$ cat src/rtl/gpio_bus_arbiter_if.sv
// Bus bundle for gpio_bus_arbiter: two master request channels, the shared
// register-slave bus and the per-master statistics counters.
// The slave modport is the arbiter's view (it answers the masters and drives
// the register slave); the master modport is the environment's view.
interface gpio_bus_arbiter_if #(
  parameter int ADDR_W = 4,
  parameter int DATA_W = 32
);
  logic              m0_req;
  logic              m0_wr;
  logic [ADDR_W-1:0] m0_addr;
  logic [DATA_W-1:0] m0_wdata;
  logic              m0_gnt;
  logic              m0_done;
  logic [DATA_W-1:0] m0_rdata;

  logic              m1_req;
  logic              m1_wr;
  logic [ADDR_W-1:0] m1_addr;
  logic [DATA_W-1:0] m1_wdata;
  logic              m1_gnt;
  logic              m1_done;
  logic [DATA_W-1:0] m1_rdata;

  logic              s_we;
  logic              s_re;
  logic [ADDR_W-1:0] s_addr;
  logic [DATA_W-1:0] s_wdata;
  logic [DATA_W-1:0] s_rdata;

  logic [15:0]       cnt0;
  logic [15:0]       cnt1;

  modport slave (
    input  m0_req, m0_wr, m0_addr, m0_wdata,
    input  m1_req, m1_wr, m1_addr, m1_wdata,
    input  s_rdata,
    output m0_gnt, m0_done, m0_rdata,
    output m1_gnt, m1_done, m1_rdata,
    output s_we, s_re, s_addr, s_wdata,
    output cnt0, cnt1
  );

  modport master (
    output m0_req, m0_wr, m0_addr, m0_wdata,
    output m1_req, m1_wr, m1_addr, m1_wdata,
    output s_rdata,
    input  m0_gnt, m0_done, m0_rdata,
    input  m1_gnt, m1_done, m1_rdata,
    input  s_we, s_re, s_addr, s_wdata,
    input  cnt0, cnt1
  );
endinterface

$ cat src/rtl/gpio_bus_arbiter.sv
// gpio_bus_arbiter: two-master round-robin arbiter in front of a single
// register slave. Each transaction is IDLE (arbitrate + latch) -> ACCESS
// (one slave strobe) -> RESP (one done pulse), so throughput is one access
// every three cycles. All outputs come straight from flops.
// Optional feature: define GPIO_ARB_STATS_EN to enable the saturating
// per-master completed-transaction counters cnt0/cnt1; without it they read 0.
module gpio_bus_arbiter #(
  parameter int ADDR_W = 4,
  parameter int DATA_W = 32
) (
  input  logic                clk,
  input  logic                reset,
  gpio_bus_arbiter_if.slave   bus
);

  typedef enum logic [1:0] {
    IDLE   = 2'd0,
    ACCESS = 2'd1,
    RESP   = 2'd2
  } state_t;

  state_t            state_r;
  state_t            state_nx_s;

  // last_r: 1 = master 1 was granted last, so master 0 wins the next tie.
  logic              last_r;
  logic              owner_r;

  logic              req_any_s;
  logic              win_s;
  logic              win_wr_s;
  logic [ADDR_W-1:0] win_addr_s;
  logic [DATA_W-1:0] win_wdata_s;

  // The slave-bus registers double as the latched request: they are loaded
  // when leaving IDLE and are only non-zero for the single ACCESS cycle.
  logic              s_we_r;
  logic              s_re_r;
  logic [ADDR_W-1:0] s_addr_r;
  logic [DATA_W-1:0] s_wdata_r;

  logic              gnt0_r;
  logic              gnt1_r;
  logic              done0_r;
  logic              done1_r;
  logic [DATA_W-1:0] rdata0_r;
  logic [DATA_W-1:0] rdata1_r;

  // Round-robin winner selection and the winner's request fields.
  always_comb begin
    req_any_s   = bus.m0_req | bus.m1_req;
    win_s       = 1'b0;
    if (bus.m0_req && bus.m1_req) begin
      win_s = ~last_r;
    end else if (bus.m1_req) begin
      win_s = 1'b1;
    end else begin
      win_s = 1'b0;
    end
    win_wr_s    = win_s ? bus.m1_wr    : bus.m0_wr;
    win_addr_s  = win_s ? bus.m1_addr  : bus.m0_addr;
    win_wdata_s = win_s ? bus.m1_wdata : bus.m0_wdata;
  end

  // Next-state logic: IDLE waits for a request, ACCESS and RESP last one cycle.
  always_comb begin
    state_nx_s = state_r;
    case (state_r)
      IDLE: begin
        if (req_any_s) begin
          state_nx_s = ACCESS;
        end else begin
          state_nx_s = IDLE;
        end
      end
      ACCESS:  state_nx_s = RESP;
      RESP:    state_nx_s = IDLE;
      default: state_nx_s = IDLE;
    endcase
  end

  // State register.
  always_ff @(posedge clk) begin
    if (!reset) begin
      state_r <= IDLE;
    end else begin
      state_r <= state_nx_s;
    end
  end

  // Slave strobes/address/data: loaded from the winner on leaving IDLE, zero otherwise.
  always_ff @(posedge clk) begin
    if (!reset) begin
      s_we_r    <= 1'b0;
      s_re_r    <= 1'b0;
      s_addr_r  <= {ADDR_W{1'b0}};
      s_wdata_r <= {DATA_W{1'b0}};
    end else if (state_r == IDLE && req_any_s) begin
      s_we_r    <= win_wr_s;
      s_re_r    <= ~win_wr_s;
      s_addr_r  <= win_addr_s;
      s_wdata_r <= win_wdata_s;
    end else begin
      s_we_r    <= 1'b0;
      s_re_r    <= 1'b0;
      s_addr_r  <= {ADDR_W{1'b0}};
      s_wdata_r <= {DATA_W{1'b0}};
    end
  end

  // Ownership, grants (ACCESS+RESP) and the one-cycle done pulse (RESP).
  always_ff @(posedge clk) begin
    if (!reset) begin
      owner_r <= 1'b0;
      gnt0_r  <= 1'b0;
      gnt1_r  <= 1'b0;
      done0_r <= 1'b0;
      done1_r <= 1'b0;
    end else begin
      done0_r <= 1'b0;
      done1_r <= 1'b0;
      case (state_r)
        IDLE: begin
          if (req_any_s) begin
            owner_r <= win_s;
            gnt0_r  <= ~win_s;
            gnt1_r  <= win_s;
          end else begin
            gnt0_r  <= 1'b0;
            gnt1_r  <= 1'b0;
          end
        end
        ACCESS: begin
          done0_r <= ~owner_r;
          done1_r <= owner_r;
        end
        RESP: begin
          gnt0_r <= 1'b0;
          gnt1_r <= 1'b0;
        end
        default: begin
          gnt0_r <= 1'b0;
          gnt1_r <= 1'b0;
        end
      endcase
    end
  end

  // Round-robin pointer: records the owner once its transaction completes.
  always_ff @(posedge clk) begin
    if (!reset) begin
      last_r <= 1'b1;
    end else if (state_r == RESP) begin
      last_r <= owner_r;
    end else begin
      last_r <= last_r;
    end
  end

  // Read-data capture at the end of a read ACCESS; writes leave rdata untouched.
  always_ff @(posedge clk) begin
    if (!reset) begin
      rdata0_r <= {DATA_W{1'b0}};
      rdata1_r <= {DATA_W{1'b0}};
    end else if (state_r == ACCESS && s_re_r) begin
      if (owner_r) begin
        rdata1_r <= bus.s_rdata;
      end else begin
        rdata0_r <= bus.s_rdata;
      end
    end else begin
      rdata0_r <= rdata0_r;
      rdata1_r <= rdata1_r;
    end
  end

`ifdef GPIO_ARB_STATS_EN
  logic [15:0] cnt0_r;
  logic [15:0] cnt1_r;

  // Saturating per-master completion counters, bumped in RESP.
  always_ff @(posedge clk) begin
    if (!reset) begin
      cnt0_r <= 16'h0000;
      cnt1_r <= 16'h0000;
    end else if (state_r == RESP) begin
      if (!owner_r && cnt0_r != 16'hFFFF) begin
        cnt0_r <= cnt0_r + 16'd1;
      end else begin
        cnt0_r <= cnt0_r;
      end
      if (owner_r && cnt1_r != 16'hFFFF) begin
        cnt1_r <= cnt1_r + 16'd1;
      end else begin
        cnt1_r <= cnt1_r;
      end
    end else begin
      cnt0_r <= cnt0_r;
      cnt1_r <= cnt1_r;
    end
  end

  assign bus.cnt0 = cnt0_r;
  assign bus.cnt1 = cnt1_r;
`else
  assign bus.cnt0 = 16'h0000;
  assign bus.cnt1 = 16'h0000;
`endif

  assign bus.s_we     = s_we_r;
  assign bus.s_re     = s_re_r;
  assign bus.s_addr   = s_addr_r;
  assign bus.s_wdata  = s_wdata_r;
  assign bus.m0_gnt   = gnt0_r;
  assign bus.m1_gnt   = gnt1_r;
  assign bus.m0_done  = done0_r;
  assign bus.m1_done  = done1_r;
  assign bus.m0_rdata = rdata0_r;
  assign bus.m1_rdata = rdata1_r;

endmodule

$ cat src/flat_wrapper.sv
// flat-port wrapper written by rule: the top's interface ports become plain ports
module gpio_bus_arbiter_flat 
#(
  parameter int ADDR_W = 4,
  parameter int DATA_W = 32
)
  (clk, reset, bus_m0_req, bus_m0_wr, bus_m0_addr, bus_m0_wdata, bus_m1_req, bus_m1_wr, bus_m1_addr, bus_m1_wdata, bus_s_rdata, bus_m0_gnt, bus_m0_done, bus_m0_rdata, bus_m1_gnt, bus_m1_done, bus_m1_rdata, bus_s_we, bus_s_re, bus_s_addr, bus_s_wdata, bus_cnt0, bus_cnt1);
  gpio_bus_arbiter_if #(.ADDR_W(ADDR_W), .DATA_W(DATA_W)) bus_i ();
  input  logic clk;
  input  logic reset;
  input wire logic [$bits(bus_i.m0_req)-1:0] bus_m0_req;
  input wire logic [$bits(bus_i.m0_wr)-1:0] bus_m0_wr;
  input wire logic [$bits(bus_i.m0_addr)-1:0] bus_m0_addr;
  input wire logic [$bits(bus_i.m0_wdata)-1:0] bus_m0_wdata;
  input wire logic [$bits(bus_i.m1_req)-1:0] bus_m1_req;
  input wire logic [$bits(bus_i.m1_wr)-1:0] bus_m1_wr;
  input wire logic [$bits(bus_i.m1_addr)-1:0] bus_m1_addr;
  input wire logic [$bits(bus_i.m1_wdata)-1:0] bus_m1_wdata;
  input wire logic [$bits(bus_i.s_rdata)-1:0] bus_s_rdata;
  output wire logic [$bits(bus_i.m0_gnt)-1:0] bus_m0_gnt;
  output wire logic [$bits(bus_i.m0_done)-1:0] bus_m0_done;
  output wire logic [$bits(bus_i.m0_rdata)-1:0] bus_m0_rdata;
  output wire logic [$bits(bus_i.m1_gnt)-1:0] bus_m1_gnt;
  output wire logic [$bits(bus_i.m1_done)-1:0] bus_m1_done;
  output wire logic [$bits(bus_i.m1_rdata)-1:0] bus_m1_rdata;
  output wire logic [$bits(bus_i.s_we)-1:0] bus_s_we;
  output wire logic [$bits(bus_i.s_re)-1:0] bus_s_re;
  output wire logic [$bits(bus_i.s_addr)-1:0] bus_s_addr;
  output wire logic [$bits(bus_i.s_wdata)-1:0] bus_s_wdata;
  output wire logic [$bits(bus_i.cnt0)-1:0] bus_cnt0;
  output wire logic [$bits(bus_i.cnt1)-1:0] bus_cnt1;
  assign bus_i.m0_req = bus_m0_req;
  assign bus_i.m0_wr = bus_m0_wr;
  assign bus_i.m0_addr = bus_m0_addr;
  assign bus_i.m0_wdata = bus_m0_wdata;
  assign bus_i.m1_req = bus_m1_req;
  assign bus_i.m1_wr = bus_m1_wr;
  assign bus_i.m1_addr = bus_m1_addr;
  assign bus_i.m1_wdata = bus_m1_wdata;
  assign bus_i.s_rdata = bus_s_rdata;
  assign bus_m0_gnt = bus_i.m0_gnt;
  assign bus_m0_done = bus_i.m0_done;
  assign bus_m0_rdata = bus_i.m0_rdata;
  assign bus_m1_gnt = bus_i.m1_gnt;
  assign bus_m1_done = bus_i.m1_done;
  assign bus_m1_rdata = bus_i.m1_rdata;
  assign bus_s_we = bus_i.s_we;
  assign bus_s_re = bus_i.s_re;
  assign bus_s_addr = bus_i.s_addr;
  assign bus_s_wdata = bus_i.s_wdata;
  assign bus_cnt0 = bus_i.cnt0;
  assign bus_cnt1 = bus_i.cnt1;
  gpio_bus_arbiter #(.ADDR_W(ADDR_W), .DATA_W(DATA_W)) u_core (.clk(clk), .reset(reset), .bus(bus_i));
endmodule
$ cat config.mk
export PLATFORM = sky130hd
export DESIGN_NAME = gpio_bus_arbiter_flat
export DESIGN_NICKNAME = d
export VERILOG_FILES = /design/src/rtl/gpio_bus_arbiter_if.sv /design/src/rtl/gpio_bus_arbiter.sv /design/src/flat_wrapper.sv
export SDC_FILE = /design/constraint.sdc
export NUM_CORES = 1
export LEC_CHECK = 0
export ABC_AREA = 1
export CAP_MARGIN = 20
export CORE_AREA = 2 2 106 108
export CTS_BUF_LIST = sky130_fd_sc_hd__clkbuf_2
export CTS_CLUSTER_DIAMETER = 80
export DETAILED_ROUTE_END_ITERATION = 10
export DIE_AREA = 0 0 108 110
export HOLD_SLACK_MARGIN = 0.03
export PLACE_DENSITY_LB_ADDON = 0.1
export REMOVE_ABC_BUFFERS = 1
export SLEW_MARGIN = 0
export SYNTH_ARGS = -nofsm -noshare
export SYNTH_HDL_FRONTEND = slang
export SYNTH_SLANG_ARGS = --single-unit
$ cat constraint.sdc
create_clock -name clk -period 2.2 [get_ports clk]
set_clock_uncertainty 0.2 [all_clocks]
set_input_delay 0.66 -clock clk [delete_from_list [all_inputs] [get_ports clk]]
set_output_delay 0.66 -clock clk [all_outputs]
set_load 0.1 [all_outputs]
==> flow_metrics.py <==
metrics = {
    "clock_network": {
        "cts_max_level": 3,
        "cts_setup_buffers": 0,
        "cts_root_buf": "clkbuf_2",
        "clock-sinks": 110,
        "clk_latency_ns": 0.55,
        "cts_tree": "done",
        "clkSlewWorstSetupHoldPaths_ns": 0.29,
        "cts_buffers": 9,
        "cts_max_path_buffers": 2,
    },
    "layout": {
        "fin_nets": 954,
        "drive_gt1_share_pct": 16.51,
        "utilization_pct": 73.40,
        "seq_area_mm2": 0.002203,
        "fillers": 775,
        "area_growth_pct": 73.71,
        "multi_input_area_mm2": 0.001743,
    },
    "place": {
        "io_buffers": 215,
        "gp_congestion": 0.7999,
        "dpl.hpwl_mm": 10.10,
    },
    "yosys": {
        "ys.warnings.count": 0,
        "postSynthAreaPerCell_um2": 7.020,
        "ys_ff_latch": 110,
        "yosysUniqueCellTypes": 19,
        "netlist_area_mm2": 0.004521,
        "netlist_instances": 644,
        "synth.yosys.seq_area_share_pct": 48.71,
    },
    "global_routing": {
        "grt_pass1_vias": 4152,
        "grt_start_max_net_pins": 39,
        "gr-usage-met3_pct": 5.703,
        "grtUsageTotal_pct": 21.79,
        "grt_first_pass_wirelength_mm": 20.20,
        "gr-total-overflow": 0,
        "antenna_found_initial": 1,
        "grt_util_met2_pct": 40.34,
        "globalRouteMet1Util_pct": 24.42,
        "busiest_layer": "met2",
    },
    "sta": {
        "drv_slew": 0,
        "hold_ws_ns": 0.3173,
        "setup_viol": 0,
        "post-route-period-util_pct": 94.04,
        "setup_tns_ns": 0,
        "fmax_ghz": 0.4834,
        "rsz0062_at_grt": "false",
        "final.min_clock_period_ns": 2.069,
        "hold_viol": 0,
    },
    "setup_path": {
        "r2r_setup_slack_ns": 0.60,
        "arrival_ns": 1.21,
        "critPathMaxFanout": 2,
        "path_delay_family": "flip-flops",
        "reg2reg_depth": 7,
        "worst-path-buf-inv": 1,
        "crit_path_cell_trace": "buf_12",
        "worst_r2r_startpoint": "u_core.state_r[0]$_SDFF_PN0_",
        "start_kind": "flip-flop",
        "crit_required_ns": 1.34,
        "cpPeakStageDelay_ns": 0.46,
        "cpMaxStageDelayCell": "dfxtp_1",
        "critPathKind": "reg -> out",
        "endpoint_kind": "output pin",
        "r2r-end": "u_core.bus.m0_gnt$_SDFFE_PN0P_",
    },
    "hold_path": {
        "hp-start": "u_core.owner_r$_SDFFE_PN0N_",
        "min_delay_worst_endpoint": "u_core.bus.m0_done$_SDFF_PN0_",
        "worst_hold_path_type": "reg -> reg",
        "min_path_cells": 1,
    },
    "routing": {
        "dr.pass1.iters": 6,
        "viasPerCell": 4.531,
        "detail_route.iter0.violations": 161,
        "finalWirelength_mm": 13.13,
        "via_count": 4481,
        "wl_per_cell_um": 13.27,
        "drc": 0,
        "antenna_left": 0,
    },
    "pwr": {
        "leakagePower_nw": 3.609,
        "power.total_w": 0.004511,
        "power.density_mw_per_mm2": 574.4,
        "vdd_drop_max_mv": 0.4679,
    },
    "floorplanning": {
        "rows": 38,
        "die_h_um": 110,
        "io_pins": 248,
        "fp.dieW_um": 108,
        "coreArea_mm2": 0.01070,
        "die-area_mm2": 0.01188,
        "start_util_pct": 42.26,
    },
    "run": {
        "drv_cap": 0,
    },
    "status": {
        "status": "completed",
    },
}
## registers in the layout, indices dropped and copies added (netlist names), 2 cells and up
signal and count:
u_core.bus.m0_rdata 32, u_core.bus.m1_rdata 32, u_core.bus.s_wdata 32, u_core.bus.s_addr 4, u_core.state_r 2
## what timing repair did
action | 4_1_cts | 5_1_grt
gates resized for setup | 0 | 1
endpoints found under the hold margin | 0 | 0
endpoints found under the setup margin | 0 | 1
hold buffers | 0 | 0
## layout make-up
type | count | area share [%]
Antenna cell | 1 | 0.03187
Sequential cell | 110 | 28.06
Clock inverter | 6 | 0.6851
Timing Repair Buffer | 229 | 42.83
Clock buffer | 9 | 0.5736
Multi-Input combinational cell | 423 | 22.20
Tap cell | 140 | 2.231
Inverter | 71 | 3.394
## synthesized netlist by cell type
library cell  number  area (um2)
nand2_1          177       664.4
nor2_1           132       495.5
dfxtp_1          110        2202
inv_1             69       259.0
a21oi_1           36       180.2
buf_4             33       247.7
nand4_1           32       200.2
buf_2             22       110.1
clkbuf_1          10       37.54
nand3_1            6       30.03
buf_1              5       18.77
o21ai_0            3       15.01
inv_2              2       7.510
nor2_2             2       12.51
and2_1             1       6.260
buf_6              1       11.26
conb_1             1       3.750
nand4_2            1       12.51
or2_2              1       6.260
## metrics by stage
step	cells	setup WS, ns	area, um2
3_5_place_dp	973	0.02775	7750
6_report	989	0.1312	7853
2_1_floorplan	604	-1.044	4212
4_1_cts	988	0.06363	7849
3_3_place_gp	973	0.04274	7750
5_1_grt	989	0.02188	7853
## power by group
group	switching, W	leakage (nW)	internal [W]
Sequential	0.0000699	0.894	0.00207
Clock	0.000624	0.0603	0.000243
Combinational	0.000991	2.65	0.000509
## routing by layer
| metal | share of wire [%] | up-vias | wire, um |
|---|---|---|---|
| met3 | 7.7 | 17 | 1007 |
| met2 | 53 | 185 | 6891 |
| li1 | - | 2281 | - |
| met5 | 0 | - | 0 |
| met1 | 38 | 1998 | 4988 |
| met4 | 1.8 | 0 | 238 |
## worst max-delay path by stage
| stage | depth (start not counted) | slack, ns | end | from |
|---|---|---|---|---|
| 3_3_place_gp | 5 | 0.04 | u_core.bus.s_we$_SDFF_PN0_ | bus_m1_req |
| 3_5_place_dp | 5 | 0.03 | u_core.bus.s_wdata[13]$_SDFF_PN0_ | bus_m1_req |
| 2_1_floorplan | 3 | -1.04 | u_core.bus.m1_rdata[0]$_SDFFE_PN0P_ | u_core.bus.s_re$_SDFF_PN0_ |
| 6_report | 1 | 0.13 | bus_m1_rdata[0] | u_core.bus.m1_rdata[0]$_SDFFE_PN0P_ |
| 5_1_grt | 1 | 0.02 | bus_m1_rdata[13] | u_core.bus.m1_rdata[13]$_SDFFE_PN0P_ |
| 4_1_cts | 1 | 0.06 | bus_s_re | u_core.bus.s_re$_SDFF_PN0_ |
## logic make-up (layout without fill, tap and decap cells)
logic type	after synthesis	after routing	share of synthesized area [%]
simple gates	352	352	31.58
buf+inv	142	315	15.31
flops	110	110	48.71
compound gates	39	39	4.318
other cells	1	33	0.08295
## cells in the final DEF, fill, tap and decap left out, drive strengths merged
master / instances
clkinv: 4
inv: 71
clkinvlp: 1
o21ai: 3
and2: 1
or2: 1
diode: 1
conb: 32
nand3: 6
dfxtp: 110
clkdlybuf4s50: 108
a21oi: 36
nand4: 33
clkbuf: 9
bufinv: 1
nor2: 134
buf: 121
nand2: 177
Note: power is estimated with default switching activity, not from simulation.
